## config.mk

```make
export PLATFORM = sky130hd
export DESIGN_NAME = mfcc_loop_scheduler
export DESIGN_NICKNAME = d
export VERILOG_FILES = /design/src/rtl/mfcc_loop_scheduler.sv
export SDC_FILE = /design/constraint.sdc
export NUM_CORES = 1
export LEC_CHECK = 0
export ABC_AREA = 1
export ABC_CLOCK_PERIOD_IN_PS = 2000
export CAP_MARGIN = 20
export CORE_ASPECT_RATIO = 1.4
export CORE_MARGIN = 2
export CORE_UTILIZATION = 50
export CTS_CLUSTER_SIZE = 14
export DETAILED_ROUTE_END_ITERATION = 10
export GPL_ROUTABILITY_DRIVEN = 0
export MAX_ROUTING_LAYER = met4
export PLACE_DENSITY = 0.78
export SYNTH_ARGS = -nofsm -noshare
export SYNTH_HDL_FRONTEND = slang
export SYNTH_SLANG_ARGS = --single-unit
```

## constraint.sdc

```tcl
create_clock -name clk -period 2 [get_ports clk]
set_input_delay 0.2 -clock clk [delete_from_list [all_inputs] [get_ports clk]]
set_output_delay 0.2 -clock clk [all_outputs]
set_load 0.01 [all_outputs]
```

## src/rtl/mfcc_loop_scheduler.sv

```systemverilog
// Two-level nested loop sequencer for the MFCC datapath.
// Issues (outer_idx, inner_idx) steps over a valid/ready handshake, then
// flush after each outer iteration and done after the full sweep.
// Ports: clk, rst (sync, active-high), start, inner_max, outer_max,
//   step_ready in; step_valid, inner_idx, outer_idx, inner_last,
//   outer_last, flush, busy, done out.
module mfcc_loop_scheduler #(
  parameter int IDX_WIDTH = 8
) (
  input  logic                 clk,
  input  logic                 rst,
  input  logic                 start,
  input  logic [IDX_WIDTH-1:0] inner_max,
  input  logic [IDX_WIDTH-1:0] outer_max,
  input  logic                 step_ready,
  output logic                 step_valid,
  output logic [IDX_WIDTH-1:0] inner_idx,
  output logic [IDX_WIDTH-1:0] outer_idx,
  output logic                 inner_last,
  output logic                 outer_last,
  output logic                 flush,
  output logic                 busy,
  output logic                 done
);

  localparam logic [IDX_WIDTH-1:0] ONE = IDX_WIDTH'(1);

  typedef enum logic [1:0] {
    IDLE,
    ISSUE,
    FLUSH,
    DONE
  } state_t;

  state_t               state;
  state_t               state_n;
  logic [IDX_WIDTH-1:0] inner_n;
  logic [IDX_WIDTH-1:0] outer_n;
  logic [IDX_WIDTH-1:0] inner_max_q;
  logic [IDX_WIDTH-1:0] outer_max_q;
  logic [IDX_WIDTH-1:0] inner_max_n;
  logic [IDX_WIDTH-1:0] outer_max_n;
  logic                 inner_end;
  logic                 outer_end;

  // The bound compare happens before any increment, so an index sitting
  // at the all-ones bound is never incremented and cannot wrap.
  assign inner_end = (inner_idx == inner_max_q);
  assign outer_end = (outer_idx == outer_max_q);

  always_ff @(posedge clk) begin
    if (rst) begin
      state       <= IDLE;
      inner_idx   <= '0;
      outer_idx   <= '0;
      inner_max_q <= '0;
      outer_max_q <= '0;
    end else begin
      state       <= state_n;
      inner_idx   <= inner_n;
      outer_idx   <= outer_n;
      inner_max_q <= inner_max_n;
      outer_max_q <= outer_max_n;
    end
  end

  always_comb begin
    state_n     = state;
    inner_n     = inner_idx;
    outer_n     = outer_idx;
    inner_max_n = inner_max_q;
    outer_max_n = outer_max_q;
    unique case (state)
      IDLE: begin
        if (start) begin
          inner_max_n = inner_max;
          outer_max_n = outer_max;
          inner_n     = '0;
          outer_n     = '0;
          state_n     = ISSUE;
        end
      end
      ISSUE: begin
        // Without ready, everything holds so valid stays up until taken.
        if (step_ready) begin
          if (inner_end) begin
            state_n = FLUSH;
          end else begin
            inner_n = inner_idx + ONE;
          end
        end
      end
      FLUSH: begin
        if (outer_end) begin
          state_n = DONE;
        end else begin
          outer_n = outer_idx + ONE;
          inner_n = '0;
          state_n = ISSUE;
        end
      end
      DONE: begin
        inner_n = '0;
        outer_n = '0;
        state_n = IDLE;
      end
      default: begin
        state_n = IDLE;
      end
    endcase
  end

  // Pure state decodes: step_ready never reaches step_valid combinationally.
  assign step_valid = (state == ISSUE);
  assign flush      = (state == FLUSH);
  assign done       = (state == DONE);
  assign busy       = step_valid | flush;
  assign inner_last = step_valid & inner_end;
  assign outer_last = step_valid & outer_end;

endmodule

```

==> qor.tcl <==
set qor(synthesis.nets) 301
set qor(totalNegativeSetupSlack_ps) 0
set qor(post-cts-setup-buffer-count) 0
set qor(met3RoutedLength_um) 229
set qor(worst_case_clock_buffer_depth) 2
set qor(core_area_um2) 3640
set qor(route.antenna.remaining_nets) 0
set qor(floorplan.die_area_um2) 4290
set qor(pwr_density_cell_nw_per_um2) 1080
set qor(first_global_vias) 1828
set qor(p_total_mw) 2.70
set qor(std_cell_rows) 26
set qor(hold_path_class) {flip-flop to flip-flop}
set qor(period_needed_ps) 1830
set qor(reg2reg_depth) 10
set qor(worstSetupPathType) {flip-flop to primary output}
set qor(p_leak_nw) 1.00
set qor(wl_per_cell_um) 12.1
set qor(path_max_fanout) 8
set qor(global_route.usage.total_pct) 22.5
set qor(category_of_the_worst_setup_path_capture_point) {primary output}
set qor(pin_count_of_the_biggest_net_entering_global_routing) 21
set qor(max_cap_viol_count) 0
set qor(layout-drive-gt1-share_pct) 11.7
set qor(post_synthesis_cell_count) 274
set qor(cts_tree) {done}
set qor(initial_utilization_pct) 51.9
set qor(cts.sinks) 34
set qor(final_max_slew_viol_count) 0
set qor(post-route-period-util_pct) 91.7
set qor(unrepaired_setup_endpoints_after_global_routing) {no}
set qor(yosys_warnings) 0
set qor(synth.lib_cells_used.distinct) 25
set qor(run_status) {complete, no violations}
set qor(hold_viol_final) 0
set qor(arrival_ps) 1630
set qor(whs_path_depth) 2
set qor(relSlewSlack_pct) 69.5
set qor(dr_total_vias) 1867
set qor(max_slew.worst_pin.slew_ps) 456
set qor(num-fill-cells) 329
set qor(hpwl_um) 3230
set qor(io_buffer_count) 41
set qor(clk_pin_slew_ps) 70
set qor(post_synth.cell_area_avg_um2) 6.90
set qor(routedLengthMet1_um) 1830
set qor(insertedDiodeCount) 0
set qor(clock_tree.root_cell) {sky130_fd_sc_hd__clkbuf_8}
set qor(final_area_um2) 2490
set qor(totalWireLength_um) 4420
set qor(wl_met2_um) 2240
set qor(top_level_ports) 42
set qor(deepest_level_of_the_cts_h_tree) 2
set qor(required_ps) 1800
set qor(grt_first_pass_wirelength_um) 7480
set qor(chipHeight_um) 76.7
set qor(initial_antenna_violation_count) 0
set qor(place_area_um2) 2370
set qor(kind_of_start_point_of_the_critical_path) {flip-flop}
set qor(nNetsFinal) 350
set qor(detail_route.drc_violations) 0
set qor(chipWidth_um) 56.0
set qor(routed_via_density) 5.10
set qor(placedCellCount) 358
set qor(worstSkewPairLatency_ps) 290
set qor(synth_seq_cells) 34
set qor(num_cts_buffers) 5
set qor(achievable-frequency_ghz) 0.545
set qor(drtPass1Iterations) 4
set qor(final-instance-count-excl-fill) 366
set qor(fin_skew_ps) 6.79
set qor(grt_overflow) 0
set qor(vdd_drop_max_v) 0.000903
set qor(area_growth_pct) 31.9
set qor(initialDrtViolationCount) 48
set qor(final-setup-viol-count) 0
set qor(regToRegSetupSlack_ps) 270
set qor(synth.cell_area_um2) 1890
set qor(top_signal_layer_used) {met4}
set qor(share_of_synthesized_area_occupied_by_flip_flops_and_latches_pct) 36.0
state kept, by name, indices dropped and copies added, names as in the netlist:
register,flops
state,2
inner_idx,8
outer_idx,8
inner_max_q,8
outer_max_q,8
logic make-up (layout without fill, tap and decap cells):
kind of cell             after synthesis  after routing  share of synthesized area, %
AO/OA/AOI/OAI                         46             46                          12.9
buffers and inverters                 37             87                          8.34
AND/OR/NAND/NOR                      135            135                          31.1
flip-flops                            34             34                          36.0
XOR/XNOR                              15             15                          6.95
adder cells (fa/ha/maj)                7              7                          4.64
path summary, 6_finish.rpt:
kind / start / end
setup reg to reg: state[0] / inner_idx[1]
setup / recovery: state[1] / step_valid
hold / removal: outer_max_q[4] / outer_max_q[4]
hold reg to reg: outer_max_q[4] / outer_max_q[4]
cell type report:
type	instances	area [um^2]	share of cell area (%)
Sequential cell	34	694	27.9
Clock inverter	1	5.00	0.201
Tap cell	42	52.6	2.11
Clock buffer	7	86.3	3.46
Multi-Input combinational cell	203	1070	42.8
Timing Repair Buffer	50	479	19.2
Inverter	29	109	4.37
repair_timing:
item / in CTS / in global routing
endpoints found under the setup margin: 2 / 2
pin swaps: 1 / 2
resized for setup: 8 / 8
gates cloned: 0 / 0
hold buffers: 0 / 0
worst max-delay path: stages, from the launching register on:
cell                              delay, ps
sky130_fd_sc_hd__dfxtp_1                340
sky130_fd_sc_hd__inv_1                  130
sky130_fd_sc_hd__ha_2                   290
sky130_fd_sc_hd__clkdlybuf4s50_1        590
cell usage in the layout, fill, tap and decap left out, drive strengths merged:
cell type,instances
a21oi,21
buf,9
clkbuf,7
clkdlybuf4s50,39
clkinv,1
dfxtp,34
dlygate4sd2,1
dlymetal6s2s,1
ha,7
inv,29
nand2,57
nand3,14
nand4,3
nor2,56
nor3,2
nor3b,3
o21ai,24
o21bai,1
xnor2,12
xor2,3
cells in the mapped netlist, drive strengths merged:
cell	number	share of area, %
nand4	3	0.99
nor2	56	12
dfxtp	34	36
nand2	57	12
xnor2	12	5.6
o21ai	24	6.8
a21oi	21	5.8
buf	2	1.2
xor2	3	1.4
inv	29	5.8
ha	7	4.6
nor3	2	0.53
o21bai	1	0.40
clkbuf	6	1.4
nor3b	3	1.2
nand3	14	4.9
power breakdown:
group,internal (mW),switching (mW),total (mW)
registers,0.820,0.117,0.937
clock network,0.277,0.248,0.526
logic,0.502,0.732,1.23
total,1.60,1.10,2.70
routing by layer:
layer	track usage, %	vias up
li1	-	962
met1	22.4	845
met2	40.1	47
met3	4.89	13
met4	12.1	0
met5	-	-
through the flow:
stage	util, %	worst slack (ps)	hold WS (ps)
finish	68.4	165	473
global route	68.4	75.9	497
CTS	67.8	4.38	480
detailed placement	65.1	182	468
global placement	65.1	202	461
floorplan	-	398	269
Power figures use the tool's default switching activity.
==> RTL change, RTL diff (config.mk and constraints unchanged) <==
`IDX_WIDTH`: 8 -> 6.
--- a/src/rtl/mfcc_loop_scheduler.sv
+++ b/src/rtl/mfcc_loop_scheduler.sv
@@ -5,7 +5,7 @@
 //   step_ready in; step_valid, inner_idx, outer_idx, inner_last,
 //   outer_last, flush, busy, done out.
 module mfcc_loop_scheduler #(
-  parameter int IDX_WIDTH = 8
+  parameter int IDX_WIDTH = 6
 ) (
   input  logic                 clk,
   input  logic                 rst,
Ports: changed (resized inner_idx, inner_max, outer_idx and outer_max); port bits go from 42 to 34. The function was not compared with the original's and may differ.
==> RTL change against the unedited design <==
  * Worst setup slack worse by 5.8 ps
  * Sequential cell count is 8 lower
  * Power is 5.3% higher
  * Synthesized area is 18% lower
  * Wire length is 24% lower
  * Clock skew is 0.52 ps lower
  * Final area is 17% lower
  * First-iteration DRC count is 83% lower
  * Largest cell class unchanged
==> RTL change: results <==
[place]
port_buffers = 33
dp_cells = 297
hpwl_um = 2600

[logic_synthesis]
synth.distinct_cells = 27
seq_area_frac_synth_pct = 33.5
synth_area_leaders = dfxtp_1 34%, nand2_1 12%, inv_1 6.8%
synthTopCellsByCount = 49 x nand2_1, 28 x inv_1, 26 x dfxtp_1
synth_nets = 251
synthFlopType = dfxtp_1
synthCells = 228
synth_warnings = 0
async_reset_ff_share_pct = 0

[routing]
dr.pass1.iters = 4
wl_um = 3340
via_count = 1496
drtIter0Drc = 8
vias_per_cell = 4.97

[cts]
clk_pin_slew_ps = 90
clk_latency_ps = 270
cts_inserted_buffers = 3
cts_setup_buffers = 0
clock_path_buffers = 2
cts_root_buf = clkbuf_8
h-tree-depth = 1

[cells_and_area]
layout.nets = 288
num_antenna_cells = 0
final_layout_size_suffix_gt1_share_pct = 21.6

[setup_path]
rrSetupSlack_ps = 320
slowest_delay_ps = 560
path_max_fanout = 6
cp_slowest_cell = clkdlybuf4s50_1

[sta]
whs_ps = 468
skew_ps = 6.27
slew_headroom_pct = 83.7

[outcome]
outcome = complete, no violations

[global_routing]
grt_pass1_vias = 1390
grt_max_degree = 18
grt.total_usage_pct = 20.4
grt_pass1_wl_um = 5640

[floorplanning]
coreArea_um2 = 2910

[min_path]
hold_class = flop to flop

[pwr]
power.leakage_nw = 0.916
vdd_drop_max_v = 0.000840
==> RTL change: kinds of logic after synthesis <==
kind of cell	after synthesis	share of synthesized area (%)
AO/OA/AOI/OAI	46	16.2
XOR/XNOR	3	1.69
adder cells (fa/ha/maj)	7	5.64
buffers and inverters	42	10.2
flip-flops	26	33.5
AND/OR/NAND/NOR	104	32.7
==> RTL change: where the power goes <==
| group | switching [mW] | internal [mW] |
|---|---|---|
| clock | 0.160 | 0.176 |
| sequential | 0.166 | 0.693 |
| combinational | 0.950 | 0.694 |
==> RTL change: path summary, 6_finish.rpt <==
check / start / to / cells past startpoint
hold / removal: outer_max_q[3]$_SDFFE_PP0P_ / outer_max_q[3]$_SDFFE_PP0P_ / 2
setup / recovery: state[0]$_SDFFE_PP0P_ / flush / 3
setup reg to reg: state[0]$_SDFFE_PP0P_ / outer_idx[1]$_SDFFE_PP0P_ / 9
hold reg to reg: outer_max_q[3]$_SDFFE_PP0P_ / outer_max_q[3]$_SDFFE_PP0P_ / 2
==> RTL change: final cells by class <==
class,instances,area [um^2]
clock buffers,4,55.1
multi-input cells,160,907
repair buffers,36,370
well taps,37,46.3
flip-flops and latches,26,536
inverters,38,143
fillers,240,850
==> RTL change: metal layers <==
layer  share of wire (%)  global-route usage, %  up-vias
met5                   0                      -        -
met4                 1.6                   6.91        0
met3                 3.0                   2.14        6
met2                  53                   37.4       34
met1                  42                   22.1      663
li1                    -                      -      793
==> RTL change: worst reg2reg max path: cells and delay by family, from the launching register on <==
family,cells,cell delay [ps]
AO/OA/AOI/OAI,1,130
buffers and inverters,3,250
adder cells (fa/ha/maj),1,230
flip-flops,1,420
AND/OR/NAND/NOR,4,610
==> RTL change: metrics by stage <==
step	instance area (um^2)	setup WS, ps	power, mW	utilization [%]
after floorplan	1550	510	1.92	-
after global placement	1950	224	2.40	67.0
after detailed placement	1950	202	2.43	67.0
after CTS	2030	1.44	2.83	69.9
after global routing	2060	44.3	3.11	70.8
final	2060	159	2.84	70.8
==> RTL change: what timing repair did <==
action                                  in CTS  in global routing
resized for setup                           12                 10
endpoints found under the setup margin       2                  3
hold endpoints to repair                     0                  0
pin swaps                                    0                  0
